`src/rtl/pa_clic_arb_scan_pkg.sv`:
```
// Shared CLIC arbiter constants and types.
// Key layout, group size and the scan FSM encoding.
package pa_clic_arb_scan_pkg;

    localparam int CLIC_INTNUM     = 64;
    localparam int CLIC_INTCTLBITS = 8;

    localparam int ARB_GRP      = 16;
    localparam int ARB_ID_WIDTH = 12;

    // Compare key {vld, mode, il[7:0], id}, id in the low bits
    localparam int KEY_IL_LSB = ARB_ID_WIDTH;
    localparam int KEY_IL_MSB = KEY_IL_LSB + 7;
    localparam int KEY_MODE   = KEY_IL_MSB + 1;
    localparam int KEY_VLD    = KEY_MODE + 1;
    localparam int KEY_W      = KEY_VLD + 1;

    typedef enum logic {
        ARB_IDLE = 1'b0,
        ARB_SCAN = 1'b1
    } arb_state_e;

endpackage

```
`src/rtl/pa_clic_arb_grp.sv`:
```
// Combinational maximum over one group of interrupts.
// Ties on {mode, il} go to the higher local index.
module pa_clic_arb_grp
    import pa_clic_arb_scan_pkg::*;
#(
    parameter  int GRP = ARB_GRP,
    localparam int IW  = (GRP > 1) ? $clog2(GRP) : 1
) (
    input  logic [GRP-1:0]   req,
    input  logic [GRP*8-1:0] il,
    input  logic [GRP-1:0]   hv,
    input  logic [GRP-1:0]   mode,
    output logic             vld,
    output logic [IW-1:0]    idx,
    output logic [7:0]       il_max,
    output logic             hv_max,
    output logic             mode_max
);

    // Walk ascending indices; >= lets the later (higher) id win ties
    always_comb begin
        vld      = 1'b0;
        idx      = '0;
        il_max   = '0;
        hv_max   = 1'b0;
        mode_max = 1'b0;
        for (int i = 0; i < GRP; i++) begin
            if (req[i] &&
                ({mode[i], il[8*i +: 8]} >= {mode_max, il_max})) begin
                vld      = 1'b1;
                idx      = IW'(i);
                il_max   = il[8*i +: 8];
                hv_max   = hv[i];
                mode_max = mode[i];
            end
        end
    end

endmodule

```
`src/rtl/pa_clic_arb_scan.sv`:
```
// Multi-cycle CLIC arbiter: one group per cycle, one
// published winner per sweep on the arb_ctrl_* registers.
module pa_clic_arb_scan
    import pa_clic_arb_scan_pkg::*;
#(
    parameter int INTNUM   = CLIC_INTNUM,
    parameter int GRP      = ARB_GRP,
    parameter int ID_WIDTH = ARB_ID_WIDTH
) (
    input  logic                clic_clk,
    input  logic                cpurst_b,
    input  logic [INTNUM-1:0]   kid_arb_int_req,
    input  logic [INTNUM*8-1:0] kid_arb_int_il,
    input  logic [INTNUM-1:0]   kid_arb_int_hv,
    input  logic [INTNUM-1:0]   kid_arb_int_mode,
    input  logic                kid_arb_restart,
    output logic                arb_ctrl_int_req_raw,
    output logic [ID_WIDTH-1:0] arb_ctrl_int_id,
    output logic [7:0]          arb_ctrl_int_il,
    output logic                arb_ctrl_int_hv,
    output logic                arb_ctrl_int_mode
);

    localparam int NGRP = INTNUM / GRP;
    localparam int CW   = (NGRP > 1) ? $clog2(NGRP) : 1;
    localparam int GIW  = (GRP > 1) ? $clog2(GRP) : 1;

    arb_state_e state, state_nxt;
    logic [CW-1:0] grp_cnt, cnt_nxt;

    logic                best_vld;
    logic [ID_WIDTH-1:0] best_id;
    logic [7:0]          best_il;
    logic                best_hv;
    logic                best_mode;

    logic                g_vld;
    logic [GIW-1:0]      g_idx;
    logic [7:0]          g_il;
    logic                g_hv;
    logic                g_mode;
    logic [ID_WIDTH-1:0] g_id;

    logic                m_vld;
    logic [ID_WIDTH-1:0] m_id;
    logic [7:0]          m_il;
    logic                m_hv;
    logic                m_mode;

    logic any_req, first, last, take_g;
    logic best_ld, best_clr, pub_ld, pub_clr;

    assign any_req = |kid_arb_int_req;
    assign first   = (grp_cnt == '0);
    assign last    = (grp_cnt == CW'(NGRP - 1));

    pa_clic_arb_grp #(.GRP(GRP)) u_grp (
        .req      (kid_arb_int_req[grp_cnt*GRP +: GRP]),
        .il       (kid_arb_int_il[grp_cnt*GRP*8 +: GRP*8]),
        .hv       (kid_arb_int_hv[grp_cnt*GRP +: GRP]),
        .mode     (kid_arb_int_mode[grp_cnt*GRP +: GRP]),
        .vld      (g_vld),
        .idx      (g_idx),
        .il_max   (g_il),
        .hv_max   (g_hv),
        .mode_max (g_mode)
    );

    assign g_id = ID_WIDTH'(grp_cnt) * ID_WIDTH'(GRP)
                + ID_WIDTH'(g_idx);

    // The first group discards whatever best was left over
    assign take_g = g_vld &&
                    (first || !best_vld ||
                     ({g_mode, g_il, g_id} >
                      {best_mode, best_il, best_id}));

    // Merge the running best with the current group
    always_comb begin
        m_vld  = 1'b0;
        m_id   = '0;
        m_il   = '0;
        m_hv   = 1'b0;
        m_mode = 1'b0;
        if (take_g) begin
            m_vld  = 1'b1;
            m_id   = g_id;
            m_il   = g_il;
            m_hv   = g_hv;
            m_mode = g_mode;
        end else if (!first && best_vld) begin
            m_vld  = 1'b1;
            m_id   = best_id;
            m_il   = best_il;
            m_hv   = best_hv;
            m_mode = best_mode;
        end
    end

    // Next state, counter and load controls; restart dominates
    always_comb begin
        state_nxt = state;
        cnt_nxt   = grp_cnt;
        best_ld   = 1'b0;
        best_clr  = 1'b0;
        pub_ld    = 1'b0;
        pub_clr   = 1'b0;
        if (kid_arb_restart) begin
            cnt_nxt   = '0;
            best_clr  = 1'b1;
            pub_clr   = 1'b1;
            state_nxt = any_req ? ARB_SCAN : ARB_IDLE;
        end else begin
            case (state)
                ARB_IDLE: begin
                    if (any_req) begin
                        state_nxt = ARB_SCAN;
                        cnt_nxt   = '0;
                    end
                end
                ARB_SCAN: begin
                    if (last) begin
                        pub_ld    = 1'b1;
                        cnt_nxt   = '0;
                        state_nxt = any_req ? ARB_SCAN : ARB_IDLE;
                    end else begin
                        best_ld = 1'b1;
                        cnt_nxt = grp_cnt + CW'(1);
                    end
                end
                default: begin
                    state_nxt = ARB_IDLE;
                    cnt_nxt   = '0;
                end
            endcase
        end
    end

    // FSM state and group counter
    always_ff @(posedge clic_clk or negedge cpurst_b) begin
        if (!cpurst_b) begin
            state   <= ARB_IDLE;
            grp_cnt <= '0;
        end else begin
            state   <= state_nxt;
            grp_cnt <= cnt_nxt;
        end
    end

    // Running best across the groups of one sweep
    always_ff @(posedge clic_clk or negedge cpurst_b) begin
        if (!cpurst_b) begin
            best_vld  <= 1'b0;
            best_id   <= '0;
            best_il   <= '0;
            best_hv   <= 1'b0;
            best_mode <= 1'b0;
        end else if (best_clr) begin
            best_vld <= 1'b0;
        end else if (best_ld) begin
            best_vld  <= m_vld;
            best_id   <= m_id;
            best_il   <= m_il;
            best_hv   <= m_hv;
            best_mode <= m_mode;
        end
    end

    // Published winner, updated once per completed sweep
    always_ff @(posedge clic_clk or negedge cpurst_b) begin
        if (!cpurst_b) begin
            arb_ctrl_int_req_raw <= 1'b0;
            arb_ctrl_int_id      <= '0;
            arb_ctrl_int_il      <= '0;
            arb_ctrl_int_hv      <= 1'b0;
            arb_ctrl_int_mode    <= 1'b0;
        end else if (pub_clr) begin
            arb_ctrl_int_req_raw <= 1'b0;
            arb_ctrl_int_id      <= '0;
            arb_ctrl_int_il      <= '0;
            arb_ctrl_int_hv      <= 1'b0;
            arb_ctrl_int_mode    <= 1'b0;
        end else if (pub_ld) begin
            arb_ctrl_int_req_raw <= m_vld;
            arb_ctrl_int_id      <= m_id;
            arb_ctrl_int_il      <= m_il;
            arb_ctrl_int_hv      <= m_hv;
            arb_ctrl_int_mode    <= m_mode;
        end
    end

endmodule

```
`config.mk`:
```
export PLATFORM = sky130hd
export DESIGN_NAME = pa_clic_arb_scan
export DESIGN_NICKNAME = d
export VERILOG_FILES = /design/src/rtl/pa_clic_arb_scan_pkg.sv /design/src/rtl/pa_clic_arb_grp.sv /design/src/rtl/pa_clic_arb_scan.sv
export SDC_FILE = /design/constraint.sdc
export NUM_CORES = 1
export LEC_CHECK = 0
export CAP_MARGIN = 20
export CELL_PAD_IN_SITES_DETAIL_PLACEMENT = 1
export CELL_PAD_IN_SITES_GLOBAL_PLACEMENT = 1
export CORE_AREA = 2 2 284 286
export DETAILED_ROUTE_END_ITERATION = 10
export DIE_AREA = 0 0 286 288
export GPL_ROUTABILITY_DRIVEN = 0
export PLACE_DENSITY_LB_ADDON = 0.1
export REMOVE_ABC_BUFFERS = 1
export SLEW_MARGIN = 20
export SYNTH_ARGS = -nofsm -noshare
export SYNTH_HDL_FRONTEND = slang
export SYNTH_SLANG_ARGS = --single-unit
```
`constraint.sdc`:
```
create_clock -name clic_clk -period 86 [get_ports clic_clk]
set_input_delay 8.6 -clock clic_clk [delete_from_list [all_inputs] [get_ports clic_clk]]
set_output_delay 8.6 -clock clic_clk [all_outputs]
set_load 0.01 [all_outputs]
```
# ---- After elaboration in Yosys (flattened, before gate mapping)
# Cells that the tools add are included.
dict set report totals {
  regBits 49
  in_bits 707
  elab_cells 182
}
dict set report classes {
  n_addsub 2
  n_lt_le_gt_ge 17
  n_eq_ne 2
  shifts 4
  mux 116
  bitwise_logic 2
  reduce_logical 27
}
# cell count
set op_table {}
lappend op_table {{$shiftx A512 B10 Y128} 1}
lappend op_table {{$shiftx A64 B7 Y16} 3}
lappend op_table {{$mux W8} 20}
lappend op_table {{$ge A9 B9 Y1} 15}
lappend op_table {{$mux W1} 73}
lappend op_table {{$reduce_or A64 Y1} 1}
lappend op_table {{$mux W12} 4}
lappend op_table {{$mux W4} 8}
lappend op_table {{$gt A21 B21 Y1} 1}
lappend op_table {{$logic_and A1 B1 Y1} 18}
lappend op_table {{$mux W3} 4}
lappend op_table {{$mux W2} 5}
lappend op_table {{$ge A9 B1 Y1 const B} 1}
lappend op_table {{$add A6 B4 Y7} 1}
lappend op_table {{$pmux W2 S2} 1}
lappend op_table {{$reduce_bool A2 Y1} 2}
lappend op_table {{$ne A3 B3 Y1 const B} 1}
lappend op_table {{$add A2 B1 Y2 const B} 1}
lappend op_table {{$eq A2 B2 Y1 const B} 1}
lappend op_table {{$logic_not A1 Y1} 2}
lappend op_table {{$logic_not A2 Y1} 1}
lappend op_table {{$logic_or A1 B1 Y1} 2}
lappend op_table {{$not A1 Y1} 2}
lappend op_table {{$pmux W1 S2} 1}
lappend op_table {{$reduce_and A2 Y1} 1}

# ---- Logic depth before layout (Yosys ltp)
# Gate-level depths: netlist of the first run.
dict set report logic_depth {
  word_depth 56
  mapped_depth 200
  ltp_nobuf 181
}

# ---- Cells and area by module
# Synthesis of the first run repeated with hierarchy kept, for this count alone.
dict set report unflattened {
  hier_cells 1358
  hier_area_um2 13182.6
}
# mod instances cells_per_inst area_per_inst_um2 seq_area_each_um2
set by_module_without_submodules {}
lappend by_module_without_submodules {pa_clic_arb_scan 1 458 6775.2 1226.2}
lappend by_module_without_submodules {pa_clic_arb_grp 1 900 6407.4 0.0}

# ---- Least setup slack after synthesis of the first run
# No wires, ideal clock.
dict set report synth_timing {
  kind {input to register}
  from {in kid_arb_int_req[48]}
  to {reg best_id[0]}
  setup_ns 0.121
  t_arrival_ns 38.588
  slack_ns 47.291
  stages 180
  cell_sequence {mux4_2 -> clkbuf_1 -> and2_1 -> ha_1 -> nor2b_1 -> o21ai_0 -> a311o_1 -> and2_1 -> clkbuf_1 -> clkbuf_1 -> o21ai_0 -> inv_1 -> ha_1 -> a211oi_1 -> o211ai_1 -> o21ai_2 -> and2_2 -> clkbuf_1 -> [... 144 more ...] -> ha_1 -> nor2b_1 -> o21ai_0 -> nand2b_1 -> a21oi_1 -> nor2b_1 -> o21ai_0 -> nand2b_1 -> a21oi_1 -> nor2_1 -> a211oi_1 -> o21ai_0 -> nand2_1 -> nand2_1 -> o21ai_2 -> nor2_1 -> buf_2 -> a22o_1}
}
dict set report synth_via {
  elab_chain_len 53
  word_cells_on_any_way 100
}
# element line
set synth_rtl {}
lappend synth_rtl {{from (decl)} pa_clic_arb_scan.sv:12} ;# input logic [INTNUM-1:0] kid_arb_int_req,
lappend synth_rtl {{$shiftx A64 B7 Y16 (*)} pa_clic_arb_scan.sv:58} ;# .req (kid_arb_int_req[grp_cnt*GRP +: GRP]),
lappend synth_rtl {{$logic_and A1 B1 Y1 (*)} pa_clic_arb_grp.sv:28} ;# if (req[i] &&
lappend synth_rtl {{$mux W8 / $mux W1 (equally long branches)} pa_clic_arb_grp.sv:28}
lappend synth_rtl {{$ge A9 B9 Y1} pa_clic_arb_grp.sv:29} ;# ({mode[i], il[8*i +: 8]} >= {mode_max, il_max})) begin
lappend synth_rtl {{$logic_and A1 B1 Y1} pa_clic_arb_grp.sv:28}
lappend synth_rtl {{$mux W8 / $mux W1 (equally long branches)} pa_clic_arb_grp.sv:28}
lappend synth_rtl {{$ge A9 B9 Y1} pa_clic_arb_grp.sv:29}
lappend synth_rtl {{$logic_and A1 B1 Y1} pa_clic_arb_grp.sv:28}
lappend synth_rtl {{[... 37 more ...]} n/a}
lappend synth_rtl {{$ge A9 B9 Y1} pa_clic_arb_grp.sv:29}
lappend synth_rtl {{$logic_and A1 B1 Y1} pa_clic_arb_grp.sv:28}
lappend synth_rtl {{$mux W4} pa_clic_arb_grp.sv:28}
lappend synth_rtl {{$add A6 B4 Y7} pa_clic_arb_scan.sv:70} ;# + ID_WIDTH'(g_idx);
lappend synth_rtl {{$gt A21 B21 Y1} pa_clic_arb_scan.sv:75} ;# ({g_mode, g_il, g_id} >
lappend synth_rtl {{$logic_or A1 B1 Y1} pa_clic_arb_scan.sv:74} ;# (first || !best_vld ||
lappend synth_rtl {{$logic_and A1 B1 Y1} pa_clic_arb_scan.sv:73} ;# assign take_g = g_vld &&
lappend synth_rtl {{$mux W12 (*)} pa_clic_arb_scan.sv:85} ;# if (take_g) begin
lappend synth_rtl {{to (signal assigned)} pa_clic_arb_scan.sv:162} ;# best_id <= m_id;
lappend synth_rtl {{to (decl)} pa_clic_arb_scan.sv:32} ;# logic [ID_WIDTH-1:0] best_id;
# Mark *: on every way between the ends. The rest lies on a longest branch, timed or not.
# A chain may end at the register's enable or synchronous reset.

# ---- Worst setup path in the final report of the first run
dict set report layout_timing {
  from {in kid_arb_int_req[0]}
  to {reg best_hv}
}
dict set report layout_via {
  elab_chain_len 53
  word_cells_on_any_way 116
}
# element line
set layout_rtl {}
lappend layout_rtl {{$shiftx A64 B7 Y16 (*)} pa_clic_arb_scan.sv:58}
lappend layout_rtl {{$logic_and A1 B1 Y1 (*)} pa_clic_arb_grp.sv:28}
lappend layout_rtl {{$mux W8 / $mux W1 (equally long branches)} pa_clic_arb_grp.sv:28}
lappend layout_rtl {{$ge A9 B9 Y1} pa_clic_arb_grp.sv:29}
lappend layout_rtl {{$logic_and A1 B1 Y1} pa_clic_arb_grp.sv:28}
lappend layout_rtl {{$mux W8 / $mux W1 (equally long branches)} pa_clic_arb_grp.sv:28}
lappend layout_rtl {{$ge A9 B9 Y1} pa_clic_arb_grp.sv:29}
lappend layout_rtl {{$logic_and A1 B1 Y1} pa_clic_arb_grp.sv:28}
lappend layout_rtl {{[... 37 more ...]} n/a}
lappend layout_rtl {{$ge A9 B9 Y1} pa_clic_arb_grp.sv:29}
lappend layout_rtl {{$logic_and A1 B1 Y1} pa_clic_arb_grp.sv:28}
lappend layout_rtl {{$mux W4} pa_clic_arb_grp.sv:28}
lappend layout_rtl {{$add A6 B4 Y7} pa_clic_arb_scan.sv:70}
lappend layout_rtl {{$gt A21 B21 Y1} pa_clic_arb_scan.sv:75}
lappend layout_rtl {{$logic_or A1 B1 Y1} pa_clic_arb_scan.sv:74}
lappend layout_rtl {{$logic_and A1 B1 Y1} pa_clic_arb_scan.sv:73}
lappend layout_rtl {{$mux W1 (*)} pa_clic_arb_scan.sv:85}
lappend layout_rtl {{to (signal assigned)} pa_clic_arb_scan.sv:164} ;# best_hv <= m_hv;
lappend layout_rtl {{to (decl)} pa_clic_arb_scan.sv:34} ;# logic best_hv;
# Marks and branches as above.

==> results_dict.tcl, run 1 <==
set metrics [dict create \
    status "finished, final reports clean" \
    postCtsHoldBufs 0 \
    drv_slew 0 \
    worstRegToRegCells 166 \
    grt_overflow 0 \
    whs_path_depth 2 \
    synth_edf_count 0 \
    start_util 0.1603 \
    ctsResizeCount 0 \
    holdCritPathClass "reg -> reg" \
    async_flop_share 1.000 \
    yosysWarnings 0 \
    drtIter0Drc 551 \
    ys_seq_area_frac 0.09604 \
    syn_avg_cell_area_um2 9.265 \
    required_ps 86230 \
    die-area_um2 82370 \
    fillCellCount 9224 \
    nets 2893 \
    syn_area_um2 12770 \
    avgRoutedWirePerCell_um 23.37 \
    grt_pass1_vias 15590 \
    core_area_um2 79640 \
    synth_top_area_share 0.3034 \
    port_buffers 729 \
    ys.flop_type "dfrtp_1" \
    clkTransAtPathRegs_ps 80 \
    critPathArrivalTime_ps 45470 \
    tightest_slew_ps 1073 \
    track_usage 0.1694 \
    cp-end-kind "flop" \
    tns_ps 0 \
    ctsLongestPathBuffers 2 \
    hold_viol 0 \
    htreeDepth 2 \
    insertion_delay_ps 300 \
    cts_setup_buffers 0 \
    fmax_ghz 0.02211 \
    drive_gt1_frac 0.1211 \
    rsz0062_at_grt "no" \
    critPathKind "in -> reg" \
    min_period_over_period 0.5260 \
    via_per_inst 4.558 \
    grt_max_degree 102 \
    cpPeakStageDelay_ps 810 \
    tritoncts.num_buffers 5 \
    drcViolationCount 0 \
    cap_violations 0 \
    antenna_left 0 \
    cts_tree "built" \
    setup_viol 0 \
    ff_latch_area_um2 1234 \
    fin_area_um2 21340 \
    maxSlewHeadroom 0.2817 \
    ys_seq_elements 49 \
    antenna_found_initial 4 \
    num_vias 14230 \
    clock_skew_ps 11.08 \
    yosys.area.top_type "mux4_2" \
    start_kind "input port" \
    cts-root-buf "clkbuf_16" \
    synth_area_leaders "mux4_2 (30%), ha_1 (13%), dfrtp_1 (9.6%), nand2_1 (3.9%), inv_1 (3.8%)" \
    clock-sinks 49 \
    crit_top_cell "o21ai_0" \
    die_x_um 286 \
    die_y_um 288 \
    fin_crit_ps 45230 \
    synth.distinct_cells 94 \
    place_area_um2 21170 \
    crit_fanout 21 \
    io_pins 730 \
    slowest_stage "nor2_1" \
    syn-instance-count 1378 \
    grt_pass1_wl_mm 104.5 \
    num_rows 104 \
    first_pass_iters 5 \
    dpl.hpwl_mm 64.77 \
    syn_to_final_growth_pct 67.11 \
    wirelength_mm 72.97 \
    multi_input_area_um2 10740 \
]
[cells in the final DEF (no fill, tap or decap), types with 11 or more instances in the layout]
cell type        count
clkdlybuf4s50_1    728
nor2_1              73
and2_1              22
o21ai_0             87
mux4_2             172
nand2b_1            21
nand3_1             30
ha_1               130
dfrtp_1             47
and3_1              13
buf_4               11
a22o_1              18
mux2i_1             45
inv_1              128
a21o_1              35
o211ai_1            17
nor3_1              14
nand2_1            131
a21oi_1             80
nand4_1             20
nor4_1              18
mux2_2              14
nor2b_1             19
[synthesized netlist by cell type, types with 4 or more instances]
| master | n |
|---|---|
| a22oi_1 | 6 |
| mux2_2 | 14 |
| a31o_2 | 4 |
| nor4_1 | 18 |
| a31oi_1 | 9 |
| dfrtp_1 | 49 |
| and3_1 | 13 |
| nand4_1 | 20 |
| a211oi_1 | 9 |
| o2bb2ai_1 | 6 |
| clkbuf_1 | 28 |
| ha_1 | 130 |
| buf_2 | 24 |
| o21ai_0 | 87 |
| inv_1 | 128 |
| mux4_2 | 172 |
| o211ai_1 | 17 |
| and4_1 | 5 |
| o21a_1 | 10 |
| or2_2 | 4 |
| a21oi_1 | 81 |
| mux2i_1 | 45 |
| nand3_1 | 30 |
| buf_1 | 11 |
| maj3_1 | 4 |
| nand2b_1 | 21 |
| buf_6 | 4 |
| a21o_1 | 35 |
| a221o_1 | 7 |
| nand2_1 | 131 |
| and2_1 | 22 |
| xnor2_1 | 8 |
| nor2b_1 | 19 |
| nor3_1 | 14 |
| nor2_1 | 73 |
| a22o_1 | 18 |
| o21ai_1 | 11 |
[critical path, delay by kind of cell]
family	cells	cell delay [ps]
fa+ha+maj	16	4570
simple gates	53	9260
buf+inv	16	1950
mux	8	3230
compound gates	73	17780
[through the flow]
| step | util | std cells | worst slack, ps | hold WS, ps |
|---|---|---|---|---|
| after floorplan | - | 1308 | 46780 | 456.1 |
| after global placement | 0.2659 | 3109 | 41720 | 470.4 |
| after detailed placement | 0.2659 | 3109 | 40610 | 476.9 |
| after CTS | 0.2678 | 3117 | 40850 | 492.2 |
| after global routing | 0.2678 | 3118 | 37070 | 511.5 |
| final | 0.2679 | 3122 | 40770 | 491.1 |
[state kept, by name, summed over array words and instances, names as in the netlist, 2 cells and up]
signal           cells
best_il              8
best_id             12
grp_cnt              2
arb_ctrl_int_il      8
arb_ctrl_int_id     12
[final cells by class]
cell class	instances	share of cell area
Clock inverter	3	0.001232
Antenna cell	5	0.0005864
Multi-Input combinational cell	1131	0.5032
Tap cell	1060	0.06216
Timing Repair Buffer	741	0.3466
Sequential cell	49	0.05782
Inverter	128	0.02252
Clock buffer	5	0.005864
[metal layers]
| metal | vias up | global-route usage | wire (um) |
|---|---|---|---|
| met4 | 2 | 0.02134 | 936 |
| met2 | 413 | 0.3154 | 37550 |
| met1 | 7031 | 0.2097 | 31040 |
| met5 | - | 0 | 8 |
| met3 | 44 | 0.02536 | 3431 |
| li1 | 6741 | - | - |
[final timing paths]
path / end / slack (ps) / from
max in group asynchronous: grp_cnt[0]$_DFFE_PN0P_ / 77090 / cpurst_b
worst min-delay path: arb_ctrl_int_id[4]$_DFFE_PN0P_ / 490 / arb_ctrl_int_id[4]$_DFFE_PN0P_
worst max register to register: best_hv$_DFFE_PN0P_ / 47820 / grp_cnt[0]$_DFFE_PN0P_
worst min register to register: arb_ctrl_int_id[4]$_DFFE_PN0P_ / 490 / arb_ctrl_int_id[4]$_DFFE_PN0P_
worst max-delay path: best_hv$_DFFE_PN0P_ / 40770 / kid_arb_int_req[0]
min in group asynchronous: arb_ctrl_int_id[10]$_DFFE_PN0P_ / 8420 / cpurst_b
[cell families after synthesis]
family	count (synthesis)	synth area share
fa+ha+maj	135	0.1314
compound gates	365	0.1986
buf+inv	198	0.06360
simple gates	387	0.1492
flops	49	0.09604
mux	233	0.3537
xor+xnor	11	0.007547
Power of run 1 is left out: the tool's default activity adds up to more than one toggle a clock period on the data nets, which glitch-free logic cannot reach.
==> run 2: changes to the inputs <==
==> constraint.sdc (replaced) <==
create_clock -name clic_clk -period 40.7 [get_ports clic_clk]
set_input_delay 4.07 -clock clic_clk [delete_from_list [all_inputs] [get_ports clic_clk]]
set_output_delay 4.07 -clock clic_clk [all_outputs]
set_load 0.01 [all_outputs]
==> results_dict.tcl, run 2 (synthesis results as in run 1) <==
set metrics [dict create \
    status "finished, final reports clean" \
    die-area_um2 82370 \
    num_rows 104 \
    grt_pass1_vias 15600 \
    holdCritPathClass "reg -> reg" \
    die_x_um 286 \
    busiest_layer "met2" \
    start_util 0.1603 \
    drive_gt1_frac 0.1286 \
    insertion_delay_ps 300 \
    tritoncts.num_buffers 5 \
    min_period_over_period 0.9184 \
    syn_to_final_growth_pct 67.90 \
    drcViolationCount 0 \
    grt_overflow 0 \
    fmax_ghz 0.02675 \
    num_vias 14210 \
    antenna_found_initial 2 \
    critPathArrivalTime_ps 37610 \
    dp.cells 3109 \
    tightest_slew_ps 952.0 \
    hold_viol 0 \
    met1_usage 0.2094 \
    rsz0062_at_grt "no" \
    cts-root-buf "clkbuf_16" \
    drv_slew 0 \
    mostFrequentLayoutCell "clkdlybuf4s50_1" \
    port_buffers 729 \
    wirelength_mm 72.39 \
    first_pass_iters 5 \
    use_met3 0.02448 \
    required_ps 40930 \
    antenna_left 0 \
    cap_violations 0 \
    cpPeakStageDelay_ps 650 \
    ctsLongestPathBuffers 2 \
    maxSlewHeadroom 0.3605 \
    setup_viol 0 \
    reg.largest.list "arb_ctrl_int_id (12), best_id (12)" \
    dp_slack_ps -123.7 \
    grt_max_degree 104 \
    start_kind "input port" \
    fillCellCount 9195 \
    setup_slack_ps 3322 \
    via_per_inst 4.553 \
    dpl.hpwl_mm 64.46 \
    htreeDepth 2 \
    die_y_um 288 \
    nets 2896 \
    core_area_um2 79640 \
    clkTransAtPathRegs_ps 70 \
    io_pins 730 \
    slowest_stage "nor4b_1" \
    cp-end-kind "flop" \
    clock-sinks 49 \
    clock_skew_ps 7.137 \
    critPathKind "in -> reg" \
    grt_pass1_wl_mm 104.3 \
    final_cell_mix "clkdlybuf4s50_1 (728), mux4_2 (172), nand2_1 (130), ha_1 (130), inv_1 (128)" \
    stdcell_count 3121 \
    track_usage 0.1684 \
    crit_fanout 20 \
    grt_use_met2 0.3133 \
    avgRoutedWirePerCell_um 23.20 \
    fin_crit_ps 37380 \
    cts_tree "built" \
    drtIter0Drc 520 \
    final_util 0.2692 \
]
==> run 2: metrics by stage <==
step	area (um^2)	hold WS, ps	setup TNS (ps)
3_3_place_gp	21170	465.4	0
2_1_floorplan	12440	456.1	0
5_1_grt	21430	503.1	0
4_1_cts	21320	492.4	0
6_report	21440	492.0	0
3_5_place_dp	21170	476.7	-2131
==> run 2: area by class of cell <==
class	instances	area, um^2	share of cell area
antenna	1	2.502	0.0001167
clock buffer	5	125.1	0.005837
clock inverter	3	25.02	0.001167
inverter	128	480.5	0.02241
multi-input combinational	1131	10830	0.5050
sequential	49	1234	0.05755
tap	1060	1326	0.06187
timing repair buffer	744	7417	0.3460
==> run 2: timing repair <==
item	4_1_cts	5_1_grt
setup endpoints to repair	0	46
setup buffers	0	3
hold buffers	0	0
resized for setup	0	18
==> run 2: worst paths after layout <==
check	slack [ps]	end	from	cells past startpoint
min	490	arb_ctrl_int_req_raw$_DFFE_PN0P_	arb_ctrl_int_req_raw$_DFFE_PN0P_	2
max reg2reg	5790	best_il[6]$_DFFE_PN0P_	grp_cnt[0]$_DFFE_PN0P_	157
min in group asynchronous	3890	arb_ctrl_int_hv$_DFFE_PN0P_	cpurst_b	2
min reg2reg	490	arb_ctrl_int_req_raw$_DFFE_PN0P_	arb_ctrl_int_req_raw$_DFFE_PN0P_	2
max in group asynchronous	36310	grp_cnt[1]$_DFFE_PN0P_	cpurst_b	2
max	3320	best_il[6]$_DFFE_PN0P_	kid_arb_int_req[0]	157
==> run 2: worst max-delay path: cells and delay by family <==
family | cells | cell delay, ps
AOI/OAI and AO/OA | 66 | 14320
and+or+nand+nor | 49 | 8630
adders and majority gates | 16 | 4630
muxes | 10 | 3880
buffers and inverters | 16 | 1950
==> run 2: per-layer routing <==
layer	vias up	part of all wire	wire length [um]
li1	6740	-	-
met2	421	0.52	37310
met4	0	0.013	909
met3	35	0.046	3321
met1	7014	0.43	30850
met5	-	0	0
Power of run 2 is left out for the same reason.
